<file path="src/rtl/fifo_wr_arbiter.sv">
// Write-side scheduler for the async FIFO write domain: round-robin sharing of the
// single FIFO write port between a one-word requester and a two-word requester.
module fifo_wr_arbiter #(
    parameter int DATA_WIDTH = 8
) (
    input  logic                    clk_i,
    input  logic                    rst_ni,
    input  logic                    req0_i,
    input  logic [DATA_WIDTH-1:0]   data0_i,
    input  logic                    req1_i,
    input  logic [2*DATA_WIDTH-1:0] data1_i,
    input  logic                    wr_full_i,
    output logic                    wr_inc_o,
    output logic [DATA_WIDTH-1:0]   wr_data_o,
    output logic                    ack0_o,
    output logic                    ack1_o,
    output logic                    busy_o
);

    typedef enum logic [1:0] {
        IDLE    = 2'd0,
        SEND_LO = 2'd1,
        SEND_HI = 2'd2
    } state_t;

    state_t                  state_q, state_d;
    logic                    sel_q, sel_d;
    logic                    last_q, last_d;
    logic [DATA_WIDTH-1:0]   wr_data_q, wr_data_d;
    logic [DATA_WIDTH-1:0]   hold_q, hold_d;
    logic                    ack0_q, ack0_d;
    logic                    ack1_q, ack1_d;

    logic                    m0;
    logic                    m1;
    logic                    grant_id;
    logic                    wr_inc;

    // A requester still shows its request during its own ACK cycle; mask it so
    // the same frame is not granted a second time.
    always_comb begin
        m0       = req0_i & ~ack0_q;
        m1       = req1_i & ~ack1_q;
        grant_id = (m0 && m1) ? ~last_q : m1;
        wr_inc   = ((state_q == SEND_LO) || (state_q == SEND_HI)) && !wr_full_i;
    end

    always_comb begin
        state_d   = state_q;
        sel_d     = sel_q;
        last_d    = last_q;
        wr_data_d = wr_data_q;
        hold_d    = hold_q;
        ack0_d    = 1'b0;
        ack1_d    = 1'b0;

        case (state_q)
            IDLE: begin
                if (m0 || m1) begin
                    last_d  = grant_id;
                    sel_d   = grant_id;
                    state_d = SEND_LO;
                    if (grant_id) begin
                        wr_data_d = data1_i[DATA_WIDTH-1:0];
                        hold_d    = data1_i[2*DATA_WIDTH-1:DATA_WIDTH];
                    end else begin
                        wr_data_d = data0_i;
                    end
                end
            end

            SEND_LO: begin
                if (wr_inc) begin
                    if (!sel_q) begin
                        state_d = IDLE;
                        ack0_d  = 1'b1;
                    end else begin
                        wr_data_d = hold_q;
                        state_d   = SEND_HI;
                    end
                end
            end

            SEND_HI: begin
                if (wr_inc) begin
                    state_d = IDLE;
                    ack1_d  = 1'b1;
                end
            end

            default: begin
                state_d = IDLE;
            end
        endcase
    end

    // last_q resets to 1 so that requester 0 wins the first tie.
    always_ff @(posedge clk_i or negedge rst_ni) begin
        if (!rst_ni) begin
            state_q   <= IDLE;
            sel_q     <= 1'b0;
            last_q    <= 1'b1;
            wr_data_q <= '0;
            hold_q    <= '0;
            ack0_q    <= 1'b0;
            ack1_q    <= 1'b0;
        end else begin
            state_q   <= state_d;
            sel_q     <= sel_d;
            last_q    <= last_d;
            wr_data_q <= wr_data_d;
            hold_q    <= hold_d;
            ack0_q    <= ack0_d;
            ack1_q    <= ack1_d;
        end
    end

    assign wr_inc_o  = wr_inc;
    assign wr_data_o = wr_data_q;
    assign ack0_o    = ack0_q;
    assign ack1_o    = ack1_q;
    assign busy_o    = (state_q != IDLE);

endmodule

</file>
<file path="config.mk">
export PLATFORM = sky130hd
export DESIGN_NAME = fifo_wr_arbiter
export DESIGN_NICKNAME = d
export VERILOG_FILES = /design/src/rtl/fifo_wr_arbiter.sv
export SDC_FILE = /design/constraint.sdc
export NUM_CORES = 1
export LEC_CHECK = 0
export CAP_MARGIN = 5
export CORE_ASPECT_RATIO = 1.5
export CORE_MARGIN = 2
export CORE_UTILIZATION = 43
export DETAILED_ROUTE_END_ITERATION = 10
export MAX_ROUTING_LAYER = met4
export PLACE_DENSITY_LB_ADDON = 0.25
export SYNTH_ARGS = -nofsm -noshare
export SYNTH_HDL_FRONTEND = slang
export SYNTH_SLANG_ARGS = --single-unit
</file>
<file path="constraint.sdc">
create_clock -name clk_i -period 1.3 [get_ports clk_i]
set_input_delay 0.26 -clock clk_i [delete_from_list [all_inputs] [get_ports clk_i]]
set_output_delay 0.26 -clock clk_i [all_outputs]
set_load 0.005 [all_outputs]
</file>
# After elaboration in Yosys (flattened, before gate mapping)
# Cells that the tools add are included.
[classes]
muxes = 16
n_bitwise = 5
n_reduce_logical = 12
n_eq_ne = 6
[ops]
columns = ["op", "count"]
rows = [
  ["$mux 8", 4],
  ["$pmux 8 s2", 1],
  ["$mux 2", 4],
  ["$ne 2x2->1 const B", 4],
  ["$mux 1", 6],
  ["$pmux 2 s3", 1],
  ["$reduce_and 3->1", 2],
  ["$reduce_and 4->1", 1],
  ["$reduce_bool 2->1", 2],
  ["$not 1->1", 3],
  ["$and 1x1->1", 2],
  ["$eq 2x1->1 const B", 1],
  ["$eq 2x2->1 const B", 1],
  ["$logic_and 1x1->1", 2],
  ["$logic_not 2->1", 1],
  ["$logic_or 1x1->1", 2],
  ["$reduce_and 2->1", 1],
  ["$logic_not 1->1", 1],
]
[word_totals]
regBits = 22
inputBits = 29

# Logic depth before layout (Yosys ltp)
[depth]
word_depth = 7
mapped_depth = 8

# Worst setup path before layout
# Ideal clock, no wire load.
[synth_path]
path_type = "register to register"
from = "reg state_q[0]"
to = "reg wr_data_q[0], in the netlist wr_data_o[0]"
arrival_ns = 1.235
stages_incl_launch_ff = 8
slack_ns = -0.071
synth_period_minus_slack_ns = 1.371
setup_ns = 0.136
n_path_buf = 2
cell_sequence = "dfrtp_1 inv_1 ha_1 buf_6 and3_4 buf_6 a22oi_1 o211ai_1"
[synth_between]
elab_chain_cells = 5
[synth_lines]
columns = ["element", "line_no", "text"]
rows = [
  ["start, declared", "26", "state_t state_q, state_d;"],
  ["start signal, assigned", "108", "state_q <= state_d;"],
  ["$eq 2x1->1 or $eq 2x2->1 (tied branches)", "45, 57", ""],
  ["$logic_or 1x1->1", "45", "wr_inc = ((state_q == SEND_LO) || (state_q == SEND_HI)) && !wr_full_i;"],
  ["$logic_and 1x1->1", "45", ""],
  ["$ne 2x2->1 (no line)", "--", ""],
  ["$reduce_and 4->1 (no line)", "--", ""],
  ["end signal, assigned", "111", "wr_data_q <= wr_data_d;"],
  ["end, declared", "29", "logic [DATA_WIDTH-1:0] wr_data_q, wr_data_d;"],
]
# Parallel ways exist; a longest one is shown, timed or not.
# A chain may end at the register's enable or synchronous reset.

# Final worst setup path
[layout_path]
from = "reg ack0_q, in the netlist ack0_o"
to = "reg wr_data_q[1], in the netlist wr_data_o[1]"
[layout_between]
elab_chain_cells = 7
[layout_lines]
columns = ["element", "line_no", "text"]
rows = [
  ["start, declared", "31", "logic ack0_q, ack0_d;"],
  ["start signal, assigned", "113", "ack0_q <= ack0_d;"],
  ["$not 1->1 *", "42", "m0 = req0_i & ~ack0_q;"],
  ["$and 1x1->1 *", "42", ""],
  ["$logic_and 1x1->1", "44", "grant_id = (m0 && m1) ? ~last_q : m1;"],
  ["$mux 1", "44", ""],
  ["$mux 8", "63", "if (grant_id) begin"],
  ["$mux 8", "59", "if (m0 || m1) begin"],
  ["$pmux 8 s2", "57", "case (state_q)"],
]
# Every way passes the cells marked *; elsewhere a longest branch is shown, timed or not. The select of a mux whose other input is x is not followed.

==> results.toml <==
[cts]
clk_latency_ns = 0.26
cts.path.max_buffers = 2
h-tree-depth = 1
cts_hold_buf = 0
path_clk_slew_ns = 0.08
cts_num_sinks = 22
tritoncts = "done"
numCtsBuffers = 3
root_buffer = "clkbuf_8"

[route]
wirelength_um = 4350
firstDrtPassIters = 7
wl_per_cell_um = 16.5
vias = 1432
first_iter_violations = 38
viasPerCell = 5.44
drc = 0
drtAntennaViolNets = 0

[global_route]
grt_pass1_vias = 1505
grt_overflow = 0
grt_pass1_wl_um = 6720
antenna_found_initial = 0
grt_max_degree = 23
grt_util_all_layers_pct = 23.3

[power]
ir_worst_vdd_uv = 1330
total_power_mw = 5.15
leakage_nw = 1.11
power.density_nw_per_um2 = 2150

[min_path]
hp-class = "input pin to asynchronous set/reset pin"

[die]
fp.coreArea_um2 = 3350
die_w_um = 52.0
dieArea_um2 = 3960
die_y_um = 76.1
fp-row-count = 26
initial_core_util_pct = 44.4
num_io_pins = 41

[run_status]
status = "finished, violations left"
violations = "negative setup slack"

[timing]
relSlewSlack_pct = 85.5
skew_ns = 0.00521
finalSetupViolCount = 20
hold_ws_ns = 0.345
fin_crit_sh_pct = 113
rsz0062_at_grt = "true"
hold_viol = 0
post-route-min-period_ns = 1.47
timing.final.ws_setup_ns = -0.169
tightest_slew_ns = 0.215
finalMaxSlewViolations = 0
max_freq_mhz = 681

[placement]
routabilityCongestion = 0.796
hpwl_um = 2950
place_ws_ns = -0.442
numPlacedInstances = 246
portBuffers = 40

[synthesis]
syn_avg_cell_area_um2 = 9.93
syn-num-nets = 182
synth.distinct_cells = 32
synth-seq-cells = 22
syn_inst = 150
yosysWarnings = 0
syn-cell-area_um2 = 1490
ys_seq_area_share_pct = 37.1

[finish]
drive_gt1_share_pct = 37.1
num-nets-final = 254
n_fill_cell = 241
area_growth_pct = 61.0
fin_cells = 263
final_util_pct = 71.5
mostFrequentLayoutCells = "25 x clkdlybuf4s50_1, 23 x buf_4, 21 x dfrtp_1"
layout_commonest_cell = "clkdlybuf4s50_1"
n_antenna_cell = 0

[setup_path]
worstPathRequired_ns = 1.43
crit_fanout = 7
crit_type = "flip-flop to flip-flop"
worst_setup_path_start_kind = "flip-flop"
cp-end-kind = "flip-flop"
ff2ff_path_depth = 5
arrival_ns = 1.60

[job]
timing.max_cap.violations = 0
[metrics by stage]
step | area, um2 | TNS, ns
CTS | 2340 | -2.01
global route | 2400 | -3.64
global placement | 2130 | -6.51
detailed placement | 2130 | -7.22
finish | 2400 | -2.17
floorplan | 1550 | -0.408
[registers in the layout (all words and copies together) (netlist names)]
signal and count:
wr_data_o 8, last_q 1, hold_q 8, state_q 2, ack1_o 1, ack0_o 1
sel_q 1
[cells in the mapped netlist]
cell type	n	share of area, %
and3_4	1	0.76
mux2i_1	10	6.7
clkbuf_1	1	0.25
nand2_4	1	0.76
a22oi_1	8	4.0
nor2_1	9	2.3
nand2_1	11	2.8
o21ai_0	7	2.4
clkinv_1	1	0.25
nand2b_1	1	0.42
o21ai_1	1	0.34
o211ai_1	8	4.0
a21o_1	1	0.50
o22ai_1	8	3.4
mux2_4	8	8.1
a22o_1	2	1.2
dfrtp_1	21	35
and3b_1	1	0.59
and2b_4	1	0.67
and2_1	1	0.42
nand2b_4	2	1.8
inv_1	18	4.5
buf_6	8	6.1
a21oi_1	1	0.34
a211oi_1	8	4.0
ha_1	3	2.5
dfstp_2	1	1.8
a21oi_4	1	1.1
nand3b_1	1	0.50
nor2b_1	2	0.84
buf_2	2	0.67
nor2_4	1	0.76
[where the power goes]
group	total [mW]	switching [mW]	leakage (nW)	internal, mW
logic	3.35	1.49	0.815	1.86
registers	1.31	0.287	0.270	1.02
clock network	0.491	0.221	0.0288	0.270
[layout make-up]
class	count	area, um2	share of cell area, %
timing repair buffer	77	758	31.6
tap	42	52.6	2.19
sequential	22	552	23.0
inverter	19	76.3	3.18
clock buffer	4	55.1	2.30
multi-input combinational	99	903	37.7
[timing repair]
action                                  CTS  global route
setup buffers                            12             0
pin swaps                                10             8
resized for setup                        41             8
gates cloned                              1             2
endpoints found under the setup margin   30            22
[final timing paths]
path	start	end	slack [ns]
max in group asynchronous	rst_ni	last_q	0.74
max reg2reg	ack0_o	wr_data_o[1]	-0.17
min	rst_ni	wr_data_o[5]	0.34
max	ack0_o	wr_data_o[1]	-0.17
min reg2reg	hold_q[0]	hold_q[0]	0.56
min in group clk_i	hold_q[0]	hold_q[0]	0.56
[per-layer routing]
metal	GRT usage, %	vias up	wire length [um]
li1	-	671	-
met1	22.5	689	1520
met2	43.2	59	2460
met3	2.75	13	208
met4	11.3	0	162
met5	-	-	0
[kinds of logic (layout without fill, tap and decap cells)]
logic type / count (synthesis) / count (layout) / share of synthesized area [%]
flip-flops: 22 / 22 / 37.1
adder cells (fa/ha/maj): 3 / 3 / 2.52
buffers and inverters: 30 / 100 / 11.8
AO/OA/AOI/OAI: 45 / 45 / 21.3
multiplexers: 18 / 18 / 14.8
AND/OR/NAND/NOR: 32 / 33 / 12.6
[critical path, cell delays in order, from the launching register on]
cell      delay [ns]
dfrtp_1         0.40
and2b_4         0.26
a21o_1          0.18
buf_12          0.15
mux2i_2         0.24
o211ai_1        0.11
Note: power is estimated with default switching activity, not from simulation.
